--- src/rtl/factor_search_seq.sv ---
// Sequential trial-division factorizer: finds the smallest f1 >= 2 with a = f1*f2,
// where both factors fit in N bits, using a restoring shift-subtract divider.
module factor_search_seq #(
  parameter int N = 6
) (
  input  logic           clk,
  input  logic           rst,
  input  logic           start,
  input  logic [2*N-1:0] a,
  output logic           ready,
  output logic           busy,
  output logic           done,
  output logic           found,
  output logic [N-1:0]   f1,
  output logic [N-1:0]   f2
);

  localparam int CW = $clog2(2*N+1);
  localparam logic [CW-1:0]  CNT_INIT = CW'(2*N);
  localparam logic [CW-1:0]  CNT_LAST = CW'(1);
  localparam logic [N:0]     D_START  = (N+1)'(2);
  localparam logic [N:0]     D_MAX    = {1'b0, {N{1'b1}}};
  localparam logic [2*N-1:0] Q_MIN    = (2*N)'(2);
  localparam logic [2*N-1:0] Q_MAX    = {{N{1'b0}}, {N{1'b1}}};
  localparam logic [2*N-1:0] A_ZERO   = '0;

  typedef enum logic [2:0] {
    S_IDLE  = 3'd0,
    S_LOAD  = 3'd1,
    S_DIV   = 3'd2,
    S_CHECK = 3'd3,
    S_DONE  = 3'd4
  } state_t;

  state_t         r_state, w_next;
  logic [2*N-1:0] r_a, r_quo;
  logic [N:0]     r_rem, r_d;
  logic [CW-1:0]  r_cnt;
  logic           r_zero;
  logic           r_ready, r_busy, r_done, r_found;
  logic [N-1:0]   r_f1, r_f2;

  logic [N+1:0]   w_t;
  logic           w_ge;
  logic [N:0]     w_rem_nxt;
  logic           w_exact, w_q_lt_d, w_d_last;

  // One restoring-division step and the candidate verdict terms.
  always_comb begin
    w_t       = {r_rem, r_quo[2*N-1]};
    w_ge      = (w_t >= {1'b0, r_d});
    w_rem_nxt = w_t[N:0];
    if (w_ge) begin
      w_rem_nxt = w_t[N:0] - r_d;
    end else begin
      w_rem_nxt = w_t[N:0];
    end
    w_exact  = (r_rem == '0) && (r_quo >= Q_MIN) && (r_quo <= Q_MAX);
    w_q_lt_d = (r_quo < {{(N-1){1'b0}}, r_d});
    w_d_last = (r_d == D_MAX);
  end

  // Next-state logic; a zero operand short-circuits through CHECK so done lands one cycle after accept.
  always_comb begin
    w_next = r_state;
    case (r_state)
      S_IDLE: begin
        if (start) begin
          w_next = (a == A_ZERO) ? S_CHECK : S_LOAD;
        end else begin
          w_next = S_IDLE;
        end
      end
      S_LOAD: w_next = S_DIV;
      S_DIV: begin
        if (r_cnt == CNT_LAST) begin
          w_next = S_CHECK;
        end else begin
          w_next = S_DIV;
        end
      end
      S_CHECK: begin
        if (r_zero || w_exact || w_q_lt_d || w_d_last) begin
          w_next = S_DONE;
        end else begin
          w_next = S_LOAD;
        end
      end
      S_DONE:  w_next = S_IDLE;
      default: w_next = S_IDLE;
    endcase
  end

  // State, datapath and registered status/result outputs.
  always_ff @(posedge clk) begin
    if (rst) begin
      r_state <= S_IDLE;
      r_a     <= '0;
      r_quo   <= '0;
      r_rem   <= '0;
      r_d     <= '0;
      r_cnt   <= '0;
      r_zero  <= 1'b0;
      r_ready <= 1'b1;
      r_busy  <= 1'b0;
      r_done  <= 1'b0;
      r_found <= 1'b0;
      r_f1    <= '0;
      r_f2    <= '0;
    end else begin
      r_state <= w_next;
      r_ready <= (w_next == S_IDLE);
      r_busy  <= (w_next == S_LOAD) || (w_next == S_DIV) || (w_next == S_CHECK);
      r_done  <= (w_next == S_DONE);
      case (r_state)
        S_IDLE: begin
          if (start) begin
            r_a     <= a;
            r_d     <= D_START;
            r_zero  <= (a == A_ZERO);
            r_found <= 1'b0;
            r_f1    <= '0;
            r_f2    <= '0;
          end
        end
        S_LOAD: begin
          r_rem <= '0;
          r_quo <= r_a;
          r_cnt <= CNT_INIT;
        end
        S_DIV: begin
          r_rem <= w_rem_nxt;
          r_quo <= {r_quo[2*N-2:0], w_ge};
          r_cnt <= r_cnt - CNT_LAST;
        end
        S_CHECK: begin
          if (r_zero) begin
            r_found <= 1'b1;
          end else if (w_exact) begin
            r_found <= 1'b1;
            r_f1    <= r_d[N-1:0];
            r_f2    <= r_quo[N-1:0];
          end else if (!w_q_lt_d && !w_d_last) begin
            r_d <= r_d + (N+1)'(1);
          end
        end
        default: begin
        end
      endcase
    end
  end

  assign ready = r_ready;
  assign busy  = r_busy;
  assign done  = r_done;
  assign found = r_found;
  assign f1    = r_f1;
  assign f2    = r_f2;

endmodule
--- config.mk ---
export PLATFORM = sky130hd
export DESIGN_NAME = factor_search_seq
export DESIGN_NICKNAME = d
export VERILOG_FILES = /design/src/rtl/factor_search_seq.sv
export SDC_FILE = /design/constraint.sdc
export NUM_CORES = 1
export LEC_CHECK = 0
export CAP_MARGIN = 20
export CORE_UTILIZATION = 31
export DETAILED_ROUTE_END_ITERATION = 7
export GPL_TIMING_DRIVEN = 0
export REMOVE_ABC_BUFFERS = 1
export SYNTH_ARGS = -nofsm -noshare
export SYNTH_HDL_FRONTEND = slang
export SYNTH_SLANG_ARGS = --single-unit
--- constraint.sdc ---
create_clock -name clk -period 3 [get_ports clk]
set_input_delay 0.6 -clock clk [delete_from_list [all_inputs] [get_ports clk]]
set_output_delay 0.6 -clock clk [all_outputs]
set_load 0.1 [all_outputs]
==> impl_metrics.env <==
export IMPL_final_period_minus_worst_setup_slack_ns=2.712
export IMPL_pre_cts_ws_ns=0.2773
export IMPL_placeableCoreArea_sq_um=9819
export IMPL_post_cts_resize_count=0
export IMPL_p_comb_share_pct=27.0
export IMPL_internal_power_mw=1.556
export IMPL_first_global_vias=2577
export IMPL_ir_drop_mv=0.3070
export IMPL_max_freq_ghz=0.3687
export IMPL_critical_path_cell_chain="inv_1, ha_1, fa_1, nor2b_1, o21ai_0, a31oi_1, a2111oi_4, a2111oi_0, o31ai_1"
export IMPL_areaGrowthSynthToFinish_pct=19.91
export IMPL_worst_slew_margin_rel_pct=34.27
export IMPL_io_buffer_count=30
export IMPL_setup_worst_path_end_class="register"
export IMPL_placedCellCount=528
export IMPL_grt_pass1_wl_um=12390
export IMPL_netlist_top_cells_area="sky130_fd_sc_hd__dfxtp_1, sky130_fd_sc_hd__nand2_1, sky130_fd_sc_hd__ha_1"
export IMPL_ys_async_sr_fraction_pct=0
export IMPL_detail_route_first_pass_iterations=4
export IMPL_antenna_violations_before_repair=0
export IMPL_fp_row_count=36
export IMPL_cts_root_buf="sky130_fd_sc_hd__clkbuf_8"
export IMPL_postSynthCellCount=382
export IMPL_fp_dieW_um=102.9
export IMPL_timing_max_cap_violations=0
export IMPL_power_leakage_nw=1.369
export IMPL_diodes=0
export IMPL_pwr_share_clk_pct=32.7
export IMPL_cp_slowest_cell="sky130_fd_sc_hd__a2111oi_0"
export IMPL_ios=31
export IMPL_via_per_inst=4.980
export IMPL_worst_hold_path_type="register to register"
export IMPL_syn_cell_area_sq_um=3154
export IMPL_synth_edf_count=0
export IMPL_finish_net_count=441
export IMPL_ff2ff_setup_slack_ns=0.29
export IMPL_worstMarginPinSlew_ns=0.9828
export IMPL_route_detailed_wl_per_inst_um=13.50
export IMPL_cellPowerDensity_nw_per_um2=613.0
export IMPL_start_util_pct=32.12
export IMPL_yosys_register_bits=62
export IMPL_worstPathMaxFanout=8
export IMPL_global_route_usage_total_pct=15.33
export IMPL_hold_slack_ns=0.4501
export IMPL_grt_remaining_overflow=0
export IMPL_postSynth_topFlopCell="sky130_fd_sc_hd__dfxtp_1"
export IMPL_detail_route_antenna_nets=0
export IMPL_power_switching_mw=0.7626
export IMPL_min_period_over_period_pct=90.41
export IMPL_stdcell_count=547
export IMPL_setup_viol_count_final=0
export IMPL_grt_max_degree=54
export IMPL_dieHeight_um=102.9
export IMPL_maxSlewViolCount=0
export IMPL_register_share_of_total_power_pct=40.3
export IMPL_drt_wl_total_um=7385
export IMPL_routabilityCongestion=0.8359
export IMPL_fin_skew_ns=0.01015
export IMPL_run_status="complete, no violations"
export IMPL_cts_inserted_buffers=9
export IMPL_place_area_sq_um=3553
export IMPL_ys_types=56
export IMPL_detailroute_via_count=2724
export IMPL_setup_worst_path_class="register to register"
export IMPL_cts_max_level=3
export IMPL_sw_frac_of_total_pct=32.89
export IMPL_tritoncts="built"
export IMPL_synthesis_area_per_instance_sq_um=8.257
export IMPL_hold_violations=0
export IMPL_timing_critical_path_required_ns=3.21
export IMPL_clock_sink_count=62
export IMPL_remaining_drcs=0
export IMPL_worstPathArrival_ns=2.92
export IMPL_cp_start_kind="register"
export IMPL_post_route_cells_drive_above_1_share_pct=8.213
export IMPL_drt_first_iter_violations=127
export IMPL_synth_top_cells_by_count="sky130_fd_sc_hd__dfxtp_1, sky130_fd_sc_hd__nand2_1, sky130_fd_sc_hd__a21oi_1"
export IMPL_dieArea_sq_um=10580
export IMPL_post_synth_top_count_cell="sky130_fd_sc_hd__dfxtp_1"
export IMPL_yosys_area_top_type="sky130_fd_sc_hd__dfxtp_1"
export IMPL_crit_path_max_incr_delay_ns=0.66
export IMPL_clock_tree_buffer_depth=2
export IMPL_cell_area_after_layout_sq_um=3782
export IMPL_synth_top_cell_area_share_pct=39.35
export IMPL_finalWorstSetupSlack_ns=0.2878
export IMPL_grt_setup_unrepaired="false"
export IMPL_clk_pin_slew_worst_paths_ns=0.08
export IMPL_synthesis_yosys_warnings=0
export IMPL_detailed_place_hpwl_um=5388
export IMPL_seq_area_frac_synth_pct=39.35
export IMPL_worstSkewPairLatency_ns=0.35
-- power by group through the flow --
| stage | Clock, mW | Sequential (mW) | Combinational (mW) |
|---|---|---|---|
| 3_5_place_dp | 0 | 0.954 | 0.594 |
| 5_1_grt | 0.810 | 0.943 | 0.698 |
| 6_report | 0.757 | 0.935 | 0.626 |
| 4_1_cts | 0.775 | 0.935 | 0.596 |
| 3_3_place_gp | 0 | 0.953 | 0.577 |
| 2_1_floorplan | 0 | 0.960 | 0.421 |
-- per-stage QoR --
step / util [%] / setup TNS (ns) / total power [mW]
6_report: 38.52 / 0 / 2.319
5_1_grt: 38.52 / 0 / 2.451
4_1_cts: 38.29 / 0 / 2.307
3_5_place_dp: 36.19 / 0 / 1.548
3_3_place_gp: 36.05 / -2.553 / 1.529
2_1_floorplan: - / 0 / 1.380
-- metal layers --
metal | vias up | share of wire (%) | track usage [%]
li1 | 1422 | - | -
met1 | 1259 | 48 | 19.53
met2 | 36 | 47 | 25.23
met3 | 7 | 3.2 | 4.068
met4 | 0 | 0.88 | 4.984
met5 | - | 0 | 0
-- critical path: cells and delay by family (launching register included) --
family          cells  cell delay, ns
compound gates      5            1.38
fa+ha+maj           2            0.65
buf+inv             1            0.09
flops               1            0.33
simple gates        1            0.13
-- sequential cells by signal, indices dropped and copies added, names as in the netlist --
signal	count
busy	1
r_quo	12
r_rem	7
f1	6
r_d	7
f2	6
r_cnt	4
ready	1
done	1
r_zero	1
r_state	3
r_a	12
found	1
-- layout make-up --
class	instances	area, sq um
Clock buffer	10	137.6
Clock inverter	6	68.82
Fill cell	1056	6037
Inverter	16	60.06
Multi-Input combinational cell	285	1772
Sequential cell	62	1241
Tap cell	133	166.4
Timing Repair Buffer	35	336.6
-- what timing repair did --
action                                  in CTS  in global routing
hold buffers                                 0                  0
endpoints found under the setup margin       0                  3
buffers inserted                             0                  3
-- cells in the final DEF, fill, tap and decap left out, types with 5 or more instances in the layout --
cell / instances
sky130_fd_sc_hd__clkbuf_8: 10
sky130_fd_sc_hd__nand3_1: 20
sky130_fd_sc_hd__a21oi_1: 36
sky130_fd_sc_hd__mux2i_1: 13
sky130_fd_sc_hd__a211oi_1: 14
sky130_fd_sc_hd__nor3_1: 6
sky130_fd_sc_hd__or3_1: 5
sky130_fd_sc_hd__nor4_1: 9
sky130_fd_sc_hd__inv_1: 16
sky130_fd_sc_hd__ha_1: 16
sky130_fd_sc_hd__o21ai_0: 9
sky130_fd_sc_hd__nor2_1: 33
sky130_fd_sc_hd__nand2_1: 59
sky130_fd_sc_hd__dfxtp_1: 62
sky130_fd_sc_hd__clkdlybuf4s50_1: 29
-- logic make-up (layout without fill, tap and decap cells) --
family	after synthesis	count (layout)	share of synthesized area [%]
AOI/OAI and AO/OA	87	87	18.29
xor gates and xnor gates	5	5	1.389
adders and majority gates	17	17	6.981
buffers and inverters	35	67	4.482
DFF	62	62	39.35
muxes	15	15	4.839
and+or+nand+nor	161	161	24.67
-- worst paths after layout --
check	start	to	cells past startpoint
setup reg to reg	r_quo[11]	r_rem[5]	9
hold / removal	f1[0]	f1[0]	2
hold reg to reg	f1[0]	f1[0]	2
setup / recovery	r_quo[11]	r_rem[5]	9
No activity file was read; power rests on OpenSTA's default activity.
